--- src/rtl/fu_result_buffer_pkg.sv ---
// Shared CDB definitions: default result/tag widths, the null ROB tag and the
// CDB entry field layout {exception, ROBEN, result} used by all functional units.
package fu_result_buffer_pkg;

  localparam int DATA_W_DEF  = 32;
  localparam int ROBEN_W_DEF = 5;

  // Tag 0 marks "no instruction"; such results are never broadcast.
  localparam logic [ROBEN_W_DEF-1:0] NULL_ROBEN = '0;

  typedef struct packed {
    logic                   exception;
    logic [ROBEN_W_DEF-1:0] roben;
    logic [DATA_W_DEF-1:0]  result;
  } cdb_entry_t;

endpackage

--- src/rtl/fu_result_buffer.sv ---
// In-order result queue between a functional unit and the CDB arbiter.
// Latency: push visible on cdb_valid one cycle later; zero with FU_RESULT_BUFFER_BYPASS_EN on an empty queue.
// Backpressure: in_ready drops only when full (no dependence on cdb_grant); head held until granted.
module fu_result_buffer
  import fu_result_buffer_pkg::*;
#(
  parameter int DEPTH   = 4,
  parameter int DATA_W  = DATA_W_DEF,
  parameter int ROBEN_W = ROBEN_W_DEF
) (
  input  logic                         clk,
  input  logic                         rst,
  input  logic                         flush,
  input  logic                         in_valid,
  input  logic [DATA_W-1:0]            in_result,
  input  logic [ROBEN_W-1:0]           in_ROBEN,
  input  logic                         in_flow,
  output logic                         in_ready,
  output logic                         cdb_valid,
  output logic [DATA_W-1:0]            cdb_result,
  output logic [ROBEN_W-1:0]           cdb_ROBEN,
  output logic                         cdb_exception,
  input  logic                         cdb_grant,
  output logic [$clog2(DEPTH+1)-1:0]   count
);

  localparam int PTR_W = $clog2(DEPTH);
  localparam int CNT_W = $clog2(DEPTH+1);

  typedef struct packed {
    logic               exception;
    logic [ROBEN_W-1:0] roben;
    logic [DATA_W-1:0]  result;
  } entry_t;

  entry_t             mem [DEPTH];
  logic [PTR_W-1:0]   head_q;
  logic [PTR_W-1:0]   tail_q;
  logic [CNT_W-1:0]   count_q;

  entry_t             in_entry;
  entry_t             head_entry;
  entry_t             out_entry;
  logic               push_req;
  logic               do_push;
  logic               do_pop;

  assign in_entry   = '{exception: in_flow, roben: in_ROBEN, result: in_result};
  assign head_entry = mem[head_q];
  assign in_ready   = (count_q != CNT_W'(DEPTH));
  assign push_req   = in_valid && in_ready && (in_ROBEN != ROBEN_W'(NULL_ROBEN));

`ifdef FU_RESULT_BUFFER_BYPASS_EN
  logic bypass;

  // An empty queue forwards the incoming result; if granted it is never stored.
  assign bypass    = (count_q == '0) && push_req && !flush;
  assign cdb_valid = !flush && (bypass || (count_q != '0));
  assign out_entry = bypass ? in_entry : head_entry;
  assign do_push   = push_req && !(bypass && cdb_grant);
  assign do_pop    = (count_q != '0) && cdb_grant;
`else
  assign cdb_valid = (count_q != '0);
  assign out_entry = head_entry;
  assign do_push   = push_req;
  assign do_pop    = cdb_valid && cdb_grant;
`endif

  assign cdb_result    = out_entry.result;
  assign cdb_ROBEN     = out_entry.roben;
  assign cdb_exception = out_entry.exception;
  assign count         = count_q;

  always_ff @(posedge clk or posedge rst) begin
    if (rst) begin
      head_q  <= '0;
      tail_q  <= '0;
      count_q <= '0;
      for (int i = 0; i < DEPTH; i++) begin
        mem[i] <= '0;
      end
    end else if (flush) begin
      // Flush outranks any push or pop presented in the same cycle.
      head_q  <= '0;
      tail_q  <= '0;
      count_q <= '0;
    end else begin
      if (do_push) begin
        mem[tail_q] <= in_entry;
        tail_q      <= tail_q + PTR_W'(1);
      end
      if (do_pop) begin
        head_q <= head_q + PTR_W'(1);
      end
      if (do_push && !do_pop) begin
        count_q <= count_q + CNT_W'(1);
      end else if (!do_push && do_pop) begin
        count_q <= count_q - CNT_W'(1);
      end
    end
  end

endmodule

--- config.mk ---
export PLATFORM = sky130hd
export DESIGN_NAME = fu_result_buffer
export DESIGN_NICKNAME = d
export VERILOG_FILES = /design/src/rtl/fu_result_buffer_pkg.sv /design/src/rtl/fu_result_buffer.sv
export SDC_FILE = /design/constraint.sdc
export NUM_CORES = 1
export LEC_CHECK = 0
export BUFFER_PORTS_ARGS = -buffer_cell sky130_fd_sc_hd__buf_2
export CAP_MARGIN = 30
export CORE_MARGIN = 5
export CORE_UTILIZATION = 50
export CTS_BUF_LIST = sky130_fd_sc_hd__clkbuf_4 sky130_fd_sc_hd__clkbuf_8
export DETAILED_ROUTE_END_ITERATION = 8
export GPL_TIMING_DRIVEN = 0
export PLACE_DENSITY = 0.7
export SLEW_MARGIN = 20
export SYNTH_ARGS = -nofsm -noshare
export SYNTH_HDL_FRONTEND = slang
export SYNTH_SLANG_ARGS = --single-unit
export TNS_END_PERCENT = 30
--- constraint.sdc ---
create_clock -name clk -period 8.75 [get_ports clk]
set_clock_uncertainty 0.15 [all_clocks]
set_input_delay 1.75 -clock clk [delete_from_list [all_inputs] [get_ports clk]]
set_output_delay 1.75 -clock clk [all_outputs]
set_load 0.02 [all_outputs]
-- Word level (Yosys, flattened, before mapping)
Index checks and enable logic that the tools add are counted.
- logic and storage cells: 53
- output and inout port bits: 43
- input port bits: 43
- register bits after elaboration: 159
- reduce and logical (&&, ||, !) cells: 14
- $lt $le $gt $ge: 3
- muxes and demuxes: 13
- add/subtract/negate cells: 4
- eq/ne operators: 1
- bitwise gates (word level): 3
- operator list (kind ; number):
    152-bit bitwise mux ; 1
    38-bit 2-to-1 mux ; 3
    38-bit binary-select mux with 2-bit select ; 1
    38-bit demux with 2-bit select ; 1
    3-bit 2-to-1 mux ; 3
    2-bit 2-to-1 mux ; 4
    3-bit greater-or-equal comparator, second input constant ; 2
    1-bit logical AND ; 6
    2-bit inverter with 3-bit output ; 2
    3-bit nonzero test ; 2
    5-bit nonzero test ; 1
    2-bit by 1-bit adder with 2-bit output, second input constant ; 2
    2-bit nonzero test ; 2
    3-bit by 1-bit adder with 3-bit output, second input constant ; 1
    3-bit by 1-bit less-than comparator with 1-bit output, second input constant ; 1
    3-bit inequality test, second input constant ; 1
    3-bit by 1-bit subtractor with 3-bit output, second input constant ; 1
    1-bit logical NOT ; 2
    2-bit AND reduction ; 1
    1-bit inverter ; 1

-- Depth between registers and ports, before layout
Gate-level depths: netlist (run 1).
- word-level depth: 8
- mapped depth: 7
- depth with buffers taken out: 7

-- Worst setup path after synthesis (run 1)
Ideal clock, no wire load.
- path type: input-to-reg
- from: in in_ROBEN[1]
- to: reg count_q[2] (netlist: count[2])
- arrival time: 3633 ps
- setup slack: 4843 ps
- cell stages on the path: 7
- setup time: 125 ps
- data required time: 8475 ps
- path buffers: 0
- cell sequence: or4_4 > o211ai_2 > nor2_1 > fa_1 > and2_1 > mux2i_1 > mux2_2
- cells in the longest elaborated chain, start to end: 5
- elaborated cells on any way between the ends: 8
- those cells by class: mux: 2; reduce/logical: 6
- ends and longest elaborated chain (item ; RTL line ; source):
    start: declaration ; fu_result_buffer.sv:16 ; input logic [ROBEN_W-1:0] in_ROBEN,
    5-bit nonzero test (*) ; fu_result_buffer.sv:51 ; assign push_req = in_valid && in_ready && (in_ROBEN != ROBEN_W'(NULL_ROBEN));
    1-bit logical AND (*) ; fu_result_buffer.sv:51 ;
    1-bit logical AND or 1-bit logical NOT (tied branches) ; fu_result_buffer.sv:95, fu_result_buffer.sv:97 ;
    3-bit 2-to-1 mux or 1-bit logical AND (tied branches) ; fu_result_buffer.sv:95, fu_result_buffer.sv:97 ;
    3-bit 2-to-1 mux or 3-bit nonzero test (tied branches) ; - ;
    end signal: assignment ; fu_result_buffer.sv:96 ; count_q <= count_q + CNT_W'(1);
    end signal: assignment ; fu_result_buffer.sv:98 ; count_q <= count_q - CNT_W'(1);
    end: declaration ; fu_result_buffer.sv:39 ; logic [CNT_W-1:0] count_q;
Every way passes the cells marked *; elsewhere a longest branch is shown, timed or not.
A chain may end at the register's enable or synchronous reset.

-- Worst setup path in the final report (run 1)
- from: reg head_q[1]
- to: out cdb_result[25]
- cells in the longest elaborated chain, start to end: 4
- ends and longest elaborated chain (item ; RTL line ; source):
    start: declaration ; fu_result_buffer.sv:37 ; logic [PTR_W-1:0] head_q;
    start signal: assignment ; fu_result_buffer.sv:93 ; head_q <= head_q + PTR_W'(1);
    2-bit inverter with 3-bit output (not written as such) ; fu_result_buffer.sv:49 ; assign head_entry = mem[head_q];
    38-bit binary-select mux with 2-bit select ; fu_result_buffer.sv:49 ;
    38-bit 2-to-1 mux (not written as such) (2 in series) ; fu_result_buffer.sv:49 ;
    end: declaration ; fu_result_buffer.sv:20 ; output logic [DATA_W-1:0] cdb_result,
Every way passes these cells. The select of a mux whose other input is x is not followed.

==> results of run 1 <==
==> cell families after synthesis <==
family	Yosys count	synth area share, %
XOR/XNOR	4	0.470
AO/OA/AOI/OAI	3	0.454
flip-flops	159	53.4
multiplexers	195	39.2
AND/OR/NAND/NOR	21	1.46
adder cells (fa/ha/maj)	5	0.941
buffers and inverters	32	4.03
==> per-layer routing <==
metal / part of all wire, % / GRT usage [%] / up-vias
met5: 0.049 / 0 / -
met4: 1.5 / 5.77 / 2
met1: 45 / 23.3 / 2064
met3: 3.6 / 4.35 / 19
li1: - / - / 1750
met2: 50 / 27.4 / 67
==> placed cells by master, fill, tap and decap left out, drive strengths merged, types with 3 or more instances in the layout <==
cell type,instances
mux2,155
ha,4
mux4,38
nor2,11
inv,9
clkinvlp,4
clkinv,3
nand2,5
clkbuf,24
dfrtp,159
buf,108
==> critical path: stages, from the launching register on <==
cell and delay, ps:
dfrtp_1 380, clkbuf_1 540, buf_1 620, mux4_2 430, buf_2 180
==> final timing paths <==
| kind | start | end | slack [ps] | cells past startpoint |
|---|---|---|---|---|
| min | mem[141] | mem[141] | 350 | 1 |
| min in group asynchronous | rst | mem[84] | 1170 | 2 |
| max in group asynchronous | rst | count[1] | 6470 | 3 |
| max reg2reg | count[1] | count[2] | 6230 | 7 |
| max | head_q[1] | cdb_result[25] | 4250 | 4 |
| min reg2reg | mem[141] | mem[141] | 350 | 1 |
==> power breakdown <==
| group | switching (mW) | total (mW) | internal (mW) |
|---|---|---|---|
| Clock | 0.273 | 0.542 | 0.269 |
| Sequential | 0.178 | 1.25 | 1.08 |
| Combinational | 0.541 | 1.27 | 0.731 |
| Total | 0.993 | 3.07 | 2.08 |
==> synthesized netlist by cell type (4+ instances only) <==
library cell / n / area (µm²)
dfrtp_1: 159 / 3980
mux2_4: 80 / 1200
mux2_2: 75 / 845
mux4_2: 38 / 856
nor2_1: 11 / 41.3
buf_12: 8 / 160
inv_1: 6 / 22.5
buf_2: 4 / 20.0
buf_4: 4 / 30.0
buf_6: 4 / 45.0
clkbuf_1: 4 / 15.0
ha_1: 4 / 50.1
nand2_2: 4 / 25.0
==> state kept, by name (all words and copies together), names as in the netlist <==
signal / cells
head_q: 2
mem: 152
tail_q: 2
count: 3
==> through the flow <==
step           hold WS [ps]  total power [mW]  cells  worst slack (ps)  cell area [µm²]
4_1_cts                 358              3.11    721              4170             8540
6_report                355              3.07    721              4250             8540
3_5_place_dp            338              2.56    689              4580             8140
5_1_grt                 362              3.25    721              4110             8540
3_3_place_gp            331              2.50    688              1150             8100
2_1_floorplan           324              2.22    419              2560             7450
==> final cells by class <==
class | instances | area, µm²
Multi-Input combinational cell | 228 | 3170
Buffer | 26 | 278
Timing Repair Buffer | 86 | 453
Sequential cell | 159 | 3980
Clock inverter | 12 | 135
Clock buffer | 20 | 263
Tap cell | 184 | 230
Fill cell | 1127 | 6050
Inverter | 6 | 30.0
==> reports/metrics.cfg, run 1 <==
[detailed_routing]
totalWireLength_mm=14.2
drt_iter0_drc=154
avgRoutedWirePerCell_um=19.7
drcViolationCount=0
drtPass1Iterations=4
via_per_inst=5.41
ant_nets=0
routed-via-count=3902

[placement]
io_buffers=85
globalplace.congestion=0.754
dpl.hpwl_mm=9.47

[finish]
area_growth_pct=14.6
utilization_pct=58.5
drive_gt1_share_pct=63.3
diodes=0
fin_nets=572

[logic_synthesis]
syn_nets=467
async_flop_share_pct=100
synth_flop_cell=dfrtp_1
yosys_register_bits=159
yosysSeqAreaShare_pct=53.4
synth_edf_count=0
ys_warn_count=0
yosysUniqueCellTypes=27
avgSynthCellArea_um2=17.8
synthCells=419
synth_area_um2=7450

[global_routing]
grt_max_degree=96
grt_pass1_vias=4373
overflow=0
antenna_found_initial=1
grt_usage_pct=17.2
grt_pass1_wl_mm=23.7

[sta]
grt_setup_unrepaired=no
maxSlewHeadroom_pct=51.5
layout_min_cycle_time_ps=4500
hold_viol_final=0
tightest_slew_ps=727
finalCritPeriodShare_pct=51.5
fin_setup_tns_ps=0
clock.fmax_ghz=0.222
slew_viol_final=0
setup_viol=0

[floorplan]
row_count=44
die_w_um=132
dieArea_um2=17400
num_io_pins=86
core_um2=14600
die_y_um=132
start_util_pct=51.1

[min_path]
hold_class=reg2reg

[clocking]
clk_pin_slew_ps=80
numClockSinks=159
tritoncts=built
numCtsBuffers=17
cts-hold-fix-buffers=0
cts_root_buf=clkbuf_8
ctsLongestPathBuffers=2
clk_latency_ps=440
cts_setup_buffers=0
htreeDepth=4
postCtsResizedCells=0

[critical_path]
worstSetupEndpointType=primary output
startpoint_type=register
worst-endpoint-arrival_ps=2600
worstPathRequired_ps=6850
crit_fanout=10
crit_type=reg2out

[outcome]
outcome=completed

[power]
ir_drop_v=0.000192
p_per_area_nw_per_um2=359
power_leakage_nw=4.16

[run]
maxCapViolCount=0

Power figures use the tool's default switching activity.
==> run 2, diff against run 1 <==
- PLACE_DENSITY: 0.7 -> 0.73
- clock period: 8.75 -> 3.98 ns (I/O delays scaled with it)
==> run 2 against run 1 <==
Clock-buffer cell count rose by 1. Clock power is 130% higher. Register-to-register slack got worse by 4800 ps. Setup slack got worse by 3800 ps. Cell area increased by 0.95%. Die area unchanged. Largest cell class unchanged. Largest power group unchanged.
==> reports/metrics.cfg, run 2 (synthesized netlist as in run 1, its figures left out) <==
[outcome]
outcome=completed

[finish]
drive_gt1_share_pct=63.5
layout_common_cells=159 x dfrtp_1, 89 x buf_2, 80 x mux2_4, 75 x mux2_2, 38 x mux4_2
utilization_pct=59.1
final_cell_area_um2=8620
fin_nets=575
final_common_cell=dfrtp_1
diodes=0
top_register=mem
largest_reg_flops=152
area_growth_pct=15.7

[floorplan]
start_util_pct=51.1
die_y_um=132
dieArea_um2=17400
die_w_um=132
row_count=44
core_um2=14600
num_io_pins=86

[sta]
setup_viol=0
layout_min_cycle_time_ps=3540
clock.fmax_ghz=0.283
finalCritPeriodShare_pct=88.8
maxSlewHeadroom_pct=51.1
tightest_slew_ps=733
grt_setup_unrepaired=no
fin_setup_tns_ps=0
hold_viol_final=0
slew_viol_final=0

[clocking]
numClockSinks=159
clk_pin_slew_ps=80
cts_root_buf=clkbuf_8
cts-hold-fix-buffers=0
tritoncts=built
numCtsBuffers=17
postCtsResizedCells=0
htreeDepth=4
cts_setup_buffers=0
clk_latency_ps=450
ctsLongestPathBuffers=2

[critical_path]
worst-endpoint-arrival_ps=2590
r2r-end=count[2]
r2r_cells=7
crit_type=reg2out
r2r_start=count[1]
worstPathRequired_ps=3030
startpoint_type=register
r2r_slack_ps=1440
worstSetupEndpointType=primary output
crit_fanout=10

[run]
maxCapViolCount=0

[detailed_routing]
drtPass1Iterations=4
drt_iter0_drc=108
totalWireLength_mm=14.5
routed-via-count=3910
avgRoutedWirePerCell_um=20.0
ant_nets=0
via_per_inst=5.40
drcViolationCount=0

[placement]
io_buffers=85
placed_area_um2=8190
dpl.hpwl_mm=9.78
globalplace.congestion=0.772

[power]
ir_drop_v=0.000329
p_per_area_nw_per_um2=794
power_leakage_nw=4.19

[global_routing]
grt_pass1_wl_mm=24.2
grt_pass1_vias=4539
grt_max_degree=38
antenna_found_initial=0
overflow=0
grt_usage_pct=17.6

[min_path]
hold_class=in2async

-- run 2: cell count changes in the layout (fill, tap and decap cells not counted), sizes merged --
| cell | before | now |
|---|---|---|
| buf | 108 | 111 |
| clkinvlp | 4 | 6 |
| bufinv | 2 | 3 |
| inv | 9 | 8 |
| clkbuf | 24 | 25 |
| clkinv | 3 | 0 |
-- run 2: worst max-delay path by stage --
stage,from,to,slack (ps),depth (start not counted)
after floorplan,rst,count[0],1020,1
after global placement,rst,mem[63],210,2
after detailed placement,in_ROBEN[1],count[2],710,8
after CTS,head_q[1],cdb_result[27],400,4
after global routing,head_q[1],cdb_result[26],310,4
final,head_q[1],cdb_result[26],440,4
-- run 2: power breakdown --
| group | switching (mW) | internal [mW] | total, mW |
|---|---|---|---|
| sequential | 0.390 | 2.36 | 2.75 |
| combinational | 1.20 | 1.61 | 2.82 |
| clock | 0.598 | 0.673 | 1.27 |
-- run 2: layer usage --
| metal | global-route usage (%) | vias up | wire length [µm] |
|---|---|---|---|
| li1 | - | 1752 | - |
| met1 | 23.9 | 2070 | 6710 |
| met3 | 4.81 | 16 | 525 |
| met5 | 0 | - | 0 |
| met2 | 27.9 | 72 | 7020 |
| met4 | 5.54 | 0 | 217 |
-- run 2: stage by stage --
step / power [mW] / hold WS, ps / instances / setup WS [ps]
CTS: 6.93 / 307 / 724 / 395
detailed placement: 5.63 / 338 / 692 / 710
floorplan: 4.88 / 324 / 419 / 1020
finish: 6.84 / 309 / 724 / 444
global route: 7.24 / 342 / 724 / 313
global placement: 5.50 / 332 / 688 / 206
-- run 2: final cells by class --
| type | instances | area, µm² |
|---|---|---|
| Fill cell | 1103 | 5970 |
| Timing Repair Buffer | 89 | 505 |
| Clock inverter | 11 | 154 |
| Inverter | 6 | 26.3 |
| Clock buffer | 21 | 277 |
| Sequential cell | 159 | 3980 |
| Buffer | 26 | 278 |
| Multi-Input combinational cell | 228 | 3170 |
| Tap cell | 184 | 230 |
-- run 2: critical path, cell delays in order, from the launching register on --
cell and delay, ps:
dfrtp_1 360, clkbuf_1 540, buf_1 630, mux4_2 430, buf_2 180
